`src/rtl/uart_tx_param.sv`:
```
// uart_tx_param: FIFO-buffered UART transmitter with configurable word length, parity, stop bits and baud divisor
module uart_tx_param #(
  parameter int CLK_DIV    = 868,
  parameter int DATA_BITS  = 8,
  parameter int PARITY     = 0,
  parameter int STOP_BITS  = 1,
  parameter int FIFO_DEPTH = 16,
  parameter int WRITE_EDGE = 1
) (
  input  logic                          i_clk,
  input  logic                          i_reset_n,
  input  logic                          i_write,
  input  logic [DATA_BITS-1:0]          i_write_data,
  output logic                          o_write_data_full,
  output logic [$clog2(FIFO_DEPTH):0]   o_fifo_count,
  output logic                          o_overflow,
  output logic                          o_interface_idle,
  output logic                          o_tx
);
  localparam int ADDR_W = $clog2(FIFO_DEPTH);
  localparam int CNT_W  = $clog2(CLK_DIV);
  typedef enum logic [2:0] {IDLE, START, DATA, PAR, STOP} state_t;
  state_t state_q, state_d;
  logic [DATA_BITS-1:0] mem_q [FIFO_DEPTH];
  logic [DATA_BITS-1:0] head, shift_q, shift_d;
  logic [ADDR_W-1:0] wp_q, rp_q;
  logic [ADDR_W:0] cnt_q;
  logic [CNT_W-1:0] baud_q, baud_d;
  logic [3:0] idx_q, idx_d;
  logic write_q, ov_q, tx_q, tx_d, par_q, par_d, push, full, store, pop, bit_end;
  assign head    = mem_q[rp_q];
  assign push    = (WRITE_EDGE != 0) ? i_write & ~write_q : i_write;
  assign full    = cnt_q == (ADDR_W+1)'(FIFO_DEPTH);
  assign store   = push & ~full;
  assign bit_end = baud_q == CNT_W'(CLK_DIV-1);
  assign o_write_data_full = full;
  assign o_fifo_count      = cnt_q;
  assign o_overflow        = ov_q;
  assign o_interface_idle  = state_q == IDLE && cnt_q == '0;
  assign o_tx              = tx_q;
  // FIFO storage; contents need no reset because the pointers define validity
  always_ff @(posedge i_clk)
    if (store) mem_q[wp_q] <= i_write_data;
  // FIFO pointers, occupancy, write-edge history and overflow pulse
  always_ff @(posedge i_clk or negedge i_reset_n)
    if (!i_reset_n) begin
      write_q <= 1'b0;
      wp_q    <= '0;
      rp_q    <= '0;
      cnt_q   <= '0;
      ov_q    <= 1'b0;
    end else begin
      write_q <= i_write;
      wp_q    <= wp_q + ADDR_W'(store);
      rp_q    <= rp_q + ADDR_W'(pop);
      cnt_q   <= cnt_q + (ADDR_W+1)'(store) - (ADDR_W+1)'(pop);
      ov_q    <= push & full;
    end
  // Transmit FSM state, baud timing, shifter and the registered serial line
  always_ff @(posedge i_clk or negedge i_reset_n)
    if (!i_reset_n) begin
      state_q <= IDLE;
      baud_q  <= '0;
      idx_q   <= '0;
      shift_q <= '0;
      par_q   <= 1'b0;
      tx_q    <= 1'b1;
    end else begin
      state_q <= state_d;
      baud_q  <= baud_d;
      idx_q   <= idx_d;
      shift_q <= shift_d;
      par_q   <= par_d;
      tx_q    <= tx_d;
    end
  // Next-state logic; a pop reloads the shifter so back-to-back frames have no gap
  always_comb begin
    state_d = state_q;
    idx_d   = idx_q;
    shift_d = shift_q;
    par_d   = par_q;
    pop     = 1'b0;
    baud_d  = (state_q == IDLE || bit_end) ? '0 : baud_q + CNT_W'(1);
    tx_d    = state_q == START ? 1'b0 : state_q == DATA ? shift_q[0] : state_q == PAR ? par_q ^ (PARITY == 1) : 1'b1;
    case (state_q)
      IDLE:  pop = cnt_q != '0;
      START: if (bit_end) begin
        state_d = DATA;
        idx_d   = '0;
      end
      DATA:  if (bit_end) begin
        shift_d = shift_q >> 1;
        idx_d   = idx_q == 4'(DATA_BITS-1) ? '0 : idx_q + 4'd1;
        if (idx_q == 4'(DATA_BITS-1)) state_d = PARITY != 0 ? PAR : STOP;
      end
      PAR:   if (bit_end) state_d = STOP;
      STOP:  if (bit_end) begin
        idx_d = idx_q + 4'd1;
        if (idx_q == 4'(STOP_BITS-1)) begin
          state_d = IDLE;
          pop     = cnt_q != '0;
        end
      end
      default: state_d = IDLE;
    endcase
    if (pop) begin
      state_d = START;
      shift_d = head;
      par_d   = ^head;
      idx_d   = '0;
    end
  end
endmodule

```
`config.mk`:
```
export PLATFORM = sky130hd
export DESIGN_NAME = uart_tx_param
export DESIGN_NICKNAME = d
export VERILOG_FILES = /design/src/rtl/uart_tx_param.sv
export SDC_FILE = /design/constraint.sdc
export NUM_CORES = 1
export LEC_CHECK = 0
export ABC_CLOCK_PERIOD_IN_PS = 5400
export CAP_MARGIN = 5
export CORE_AREA = 2 2 111 113
export CTS_BUF_LIST = sky130_fd_sc_hd__clkbuf_8
export CTS_CLUSTER_SIZE = 12
export DETAILED_ROUTE_END_ITERATION = 16
export DIE_AREA = 0 0 113 115
export GPL_TIMING_DRIVEN = 0
export PLACE_DENSITY_LB_ADDON = 0.05
export SLEW_MARGIN = 15
export SYNTH_ARGS = -nofsm -noshare
export SYNTH_HDL_FRONTEND = slang
export SYNTH_SLANG_ARGS = --single-unit
```
`constraint.sdc`:
```
create_clock -name i_clk -period 5.4 [get_ports i_clk]
set_input_delay 1.62 -clock i_clk [delete_from_list [all_inputs] [get_ports i_clk]]
set_output_delay 1.62 -clock i_clk [all_outputs]
set_load 0.005 [all_outputs]
```
==> results <==
- In this run the power density over the cells is approximately 350 nW/µm².
- The sum of negative setup slack is 0 ns.
- The clock arrives with between 0.01 and 0.015 ns of skew.
- The required time at the endpoint of the critical path is 3.78 ns.
- The critical path's largest stage delay is between 0.5 and 0.6 ns.
- The dominant combinational cell family by area after synthesis is multiplexers.
- The warning count from the yosys run is 0.
- For the finished layout, the period the worst path requires is approximately 3.7 ns.
- The element type at the critical path end is a primary output.
- Timing analysis after detailed placement gives a worst setup slack of 1.41 ns.
- The worst setup path is launched from a flip-flop.
- The layout overhead on the synthesized area is 11.5%.
- The site row count is 40.
- The initial utilization of the core area, before any placement, comes to 0.601.
- No sink is reached through more buffers than the 2 on the longest clock path.
- The share of total power dissipated in combinational logic is 0.120.
- Setup violations remaining at the end of the flow were counted as 0.
- Input and output buffers added on the ports amount to 19.
- Synthesis instantiated 44 different standard cells from the library.
- Among all flip-flop cells after synthesis, the most frequent one is sky130_fd_sc_hd__edfxtp_1.
- The final reports fail on design-rule violations.
- The repair_antennas step left the layout with diodes totalling 0.
- Of the total power, the clock network draws 0.324.
- For this design the total switching power over the nets is ~0.00069 W.
- Measured along the y axis, the die boundary spans 115 µm.
- The sink count of the clock tree is 170.
- The synthesized netlist occupies a cell area of 7100 µm².
- Hold repair after CTS inserted 0 buffers.
- The net count after synthesis is roughly 460.
- Traced cell by cell, the critical path runs through or2_2, nor4_1, clkdlybuf4s50_1.
- In this run the tightest slew margin relative to its limit is 0.437.
- The maximum level of the CTS H-tree is 4.
- The total area inside the core boundary comes to ~12000 µm².
- Once layout is complete, the utilization of the core stands at 0.670.
- The per-instance average area after synthesis is 16.4 µm².
- The fraction of the mapped netlist area in simple logic gates is 0.0733.
- Of the cells placed in the final design, the portion with a size suffix greater than 1 is 0.163.
- The post-CTS clock slew at the launch and capture registers of the worst setup and hold paths is about 0.080 ns.
- The non-filler instance count after layout is 633.
- For this run the aggregate overflow at the end of global routing stands at 0.
- The compound-cell area share of the yosys netlist is 0.0423.
- Counting the buffers created by CTS gives 17.
- The post-synthesis xor/xnor area fraction is 0.0284.
- Of the synthesized area, sequential elements account for 0.690.
- The number of antenna violations at the first check in global routing was 0.
- The share of the clock period used by the worst path after layout is 0.678.
- The number of max-slew violations in the final report is 0.
- The met3 usage is 0.0648.
- The met2 track utilization from global routing is 0.380.
- After legalization and detailed placement, the total HPWL measured a little under 9 mm.
- Of the total power, registers draw 0.556.
- Across the whole layout, storage elements account for 4900 µm².
- Counting flops with a built-in enable in the synthesized netlist gives 128.
- The internal portion of the total power is 0.00208 W.
- The number of resized instances in the post-cts repair step is 0.
- The area of the die is 13000 µm².
- The path type of the worst setup path is reg -> out.
- The number of buffers and inverters on the critical path is 1.
- After detailed routing, the number of vias per cell comes to 5.88.
- The final layout contains routed wiring with a total length of approximately 13 mm.
- The critical path's slowest cell is sky130_fd_sc_hd__clkdlybuf4s50_1.
- The post-synthesis register bit count is 170.
- After filler insertion, the fill cell instance count of the layout stands at 832.
- Of the total power, the share spent switching nets is 0.249.
- The run finished, with violations left.
- The largest net degree at the start of global routing is 25.
- The clock reaches the later pin of the worst-skew pair after 0.47 ns.
- The maximum fanout count along the critical path is 8.
- The layer with the highest usage after global routing is met2.
- In this run the remaining antenna-violating nets after routing total 0.
- The global-route usage over all layers is 0.224.
- The adder-cell share of the synthesized area is 0.0257.
- Synthesis produced ~430 cells.
- The multi-input logic area is between 2000 and 2500 µm².
- Of the post-synthesis cell area, the part taken by muxes is 0.115.
- Counting tap cells, the placed design contains a total of 601 instances.
- The final hold violation count is 0.
- Clock tree synthesis selected as its root buffer the cell sky130_fd_sc_hd__clkbuf_8.
- IR analysis of the VDD net gives a maximum drop of between 0.2 and 0.3 mV.
- The async set-or-reset flop fraction in the synthesized netlist is 0.247.
- The cell family contributing the most delay on the critical path is simple AND/OR/NAND/NOR gates.
- Data on the critical path arrives at its endpoint at 2.04 ns.
- The TritonCTS clock tree is done.
- The static power due to leakage is between 2 and 3 nW.
- For this block, the initial DRC count from the detailed router was 346.
- The slew at the pin closest to its max-slew limit is 0.842 ns.
- The number of max-cap violations is 0.
- The least setup slack across all paths after layout is 1.74 ns.
- The number of global-route vias before repair is 3918.
- For this design the top-level I/O count stands at 20.
- The residual DRC count is 2.
- In the final routed layout, each cell accounts on average for between 20 and 25 µm.
- The final-layout worst hold slack is 0.499 ns.
- After the last flow step, the layout net total stands at 498.
- The number of buffers inserted to repair setup after CTS is 0.
- Setup repair after global routing left no endpoint under its margin.
- The horizontal die dimension is 113 µm.
- The first global-routing pass estimated 20.8 mm of wire.
- The met1 track utilization from global routing is 0.270.
- The count of vias placed by the detailed router is ~3700.
- The class of the tightest hold or removal check is reg -> reg.
- The timing-limited maximum frequency is 0.273 GHz.
- Routability-driven placement finished with a final weighted congestion of 0.805.
- The detailed-routing iteration count for the pre-antenna-repair pass is 10.
cell type report:
class / count / share of cell area
Buffer: 16 / 0.0163
Clock buffer: 19 / 0.0330
Clock inverter: 13 / 0.0175
Inverter: 14 / 0.00664
Multi-Input combinational cell: 234 / 0.258
Sequential cell: 170 / 0.618
Tap cell: 147 / 0.0232
Timing Repair Buffer: 20 / 0.0269
power by group through the flow:
stage | clock [W] | combinational [W] | sequential (W)
4_1_cts | 0.000916 | 0.000338 | 0.00154
3_3_place_gp | 0 | 0.000319 | 0.00157
3_5_place_dp | 0 | 0.000338 | 0.00157
2_1_floorplan | 0 | 0.000204 | 0.00156
5_1_grt | 0.000964 | 0.000379 | 0.00155
6_report | 0.000896 | 0.000332 | 0.00154
placed cells by master (no fill, tap or decap), types with 3 or more instances in the layout:
cell,instances
sky130_fd_sc_hd__clkdlybuf4s25_2,3
sky130_fd_sc_hd__clkdlybuf4s50_1,18
sky130_fd_sc_hd__mux2i_1,4
sky130_fd_sc_hd__ha_1,13
sky130_fd_sc_hd__edfxtp_1,128
sky130_fd_sc_hd__clkbuf_1,3
sky130_fd_sc_hd__nor2_1,37
sky130_fd_sc_hd__mux4_1,9
sky130_fd_sc_hd__clkbuf_8,19
sky130_fd_sc_hd__xor2_1,7
sky130_fd_sc_hd__nor3_2,5
sky130_fd_sc_hd__nor2b_1,4
sky130_fd_sc_hd__xnor2_1,16
sky130_fd_sc_hd__mux4_2,23
sky130_fd_sc_hd__dfrtp_1,41
sky130_fd_sc_hd__nand3_1,11
sky130_fd_sc_hd__a22oi_1,19
sky130_fd_sc_hd__inv_6,5
sky130_fd_sc_hd__nand2b_1,8
sky130_fd_sc_hd__inv_1,15
sky130_fd_sc_hd__buf_6,3
sky130_fd_sc_hd__a21oi_1,12
sky130_fd_sc_hd__clkinv_2,3
sky130_fd_sc_hd__nand2_1,29
sky130_fd_sc_hd__o21ai_0,12
sky130_fd_sc_hd__buf_2,4
through the flow:
step,total power [W],area [µm²]
after floorplan,0.00176,7100
after global placement,0.00189,7470
after detailed placement,0.00191,7520
after CTS,0.00280,7920
after global routing,0.00289,7920
final,0.00277,7920
logic make-up (layout without fill, tap and decap cells):
group / count (synthesis) / after routing
flops: 170 / 170
simple gates: 111 / 111
compound gates: 48 / 48
mux: 38 / 38
buf+inv: 30 / 82
xor+xnor: 23 / 23
fa+ha+maj: 14 / 14
final timing paths:
kind	startpoint	endpoint	slack, ns	cells after the start
min in group asynchronous	i_reset_n	wp_q[2]	1.12	1
min reg2reg	shift_q[0]	shift_q[0]	0.50	2
max reg2reg	baud_q[4]	o_fifo_count[4]	2.05	15
min	shift_q[0]	shift_q[0]	0.50	2
max in group asynchronous	i_reset_n	o_tx	3.72	2
max	state_q[1]	o_interface_idle	1.74	3
state kept, by name (all words and copies together) (netlist names):
| signal | count |
|---|---|
| idx_q | 4 |
| mem_q | 128 |
| shift_q | 8 |
| o_overflow | 1 |
| wp_q | 4 |
| o_tx | 1 |
| o_fifo_count | 5 |
| rp_q | 4 |
| par_q | 1 |
| write_q | 1 |
| state_q | 3 |
| baud_q | 10 |
tightest hold or removal path: cells and delay by family (launching register included):
family / cells / cell delay (ns)
DFF: 1 / 0.35
AOI/OAI and AO/OA: 1 / 0.06
and+or+nand+nor: 1 / 0.05
cell usage after synthesis (all sizes together), types with 3 or more instances:
library cell	instances	area, µm²
buf	10	87.6
inv	14	52.6
a22oi	19	143
nor2	37	139
clkdlybuf4s25	3	30.0
a21oi	12	60.1
clkbuf	3	11.3
mux2i	4	40.0
ha	13	163
nand3	11	55.1
xor2	7	61.3
nor3	7	40.0
edfxtp	128	3840
mux4	32	754
dfrtp	41	1030
nand2	29	109
o21ai	13	65.1
xnor2	16	140
nand2b	8	50.1
nor2b	4	25.0
metal layers:
metal  part of all wire  vias up  wire length (µm)
li1                   -     1733                 -
met4              0.023        0               296
met5                  0        -                 0
met3              0.049       19               636
met2               0.52       76              6820
met1               0.41     1892              5340
(Power assumes the default switching activity.)
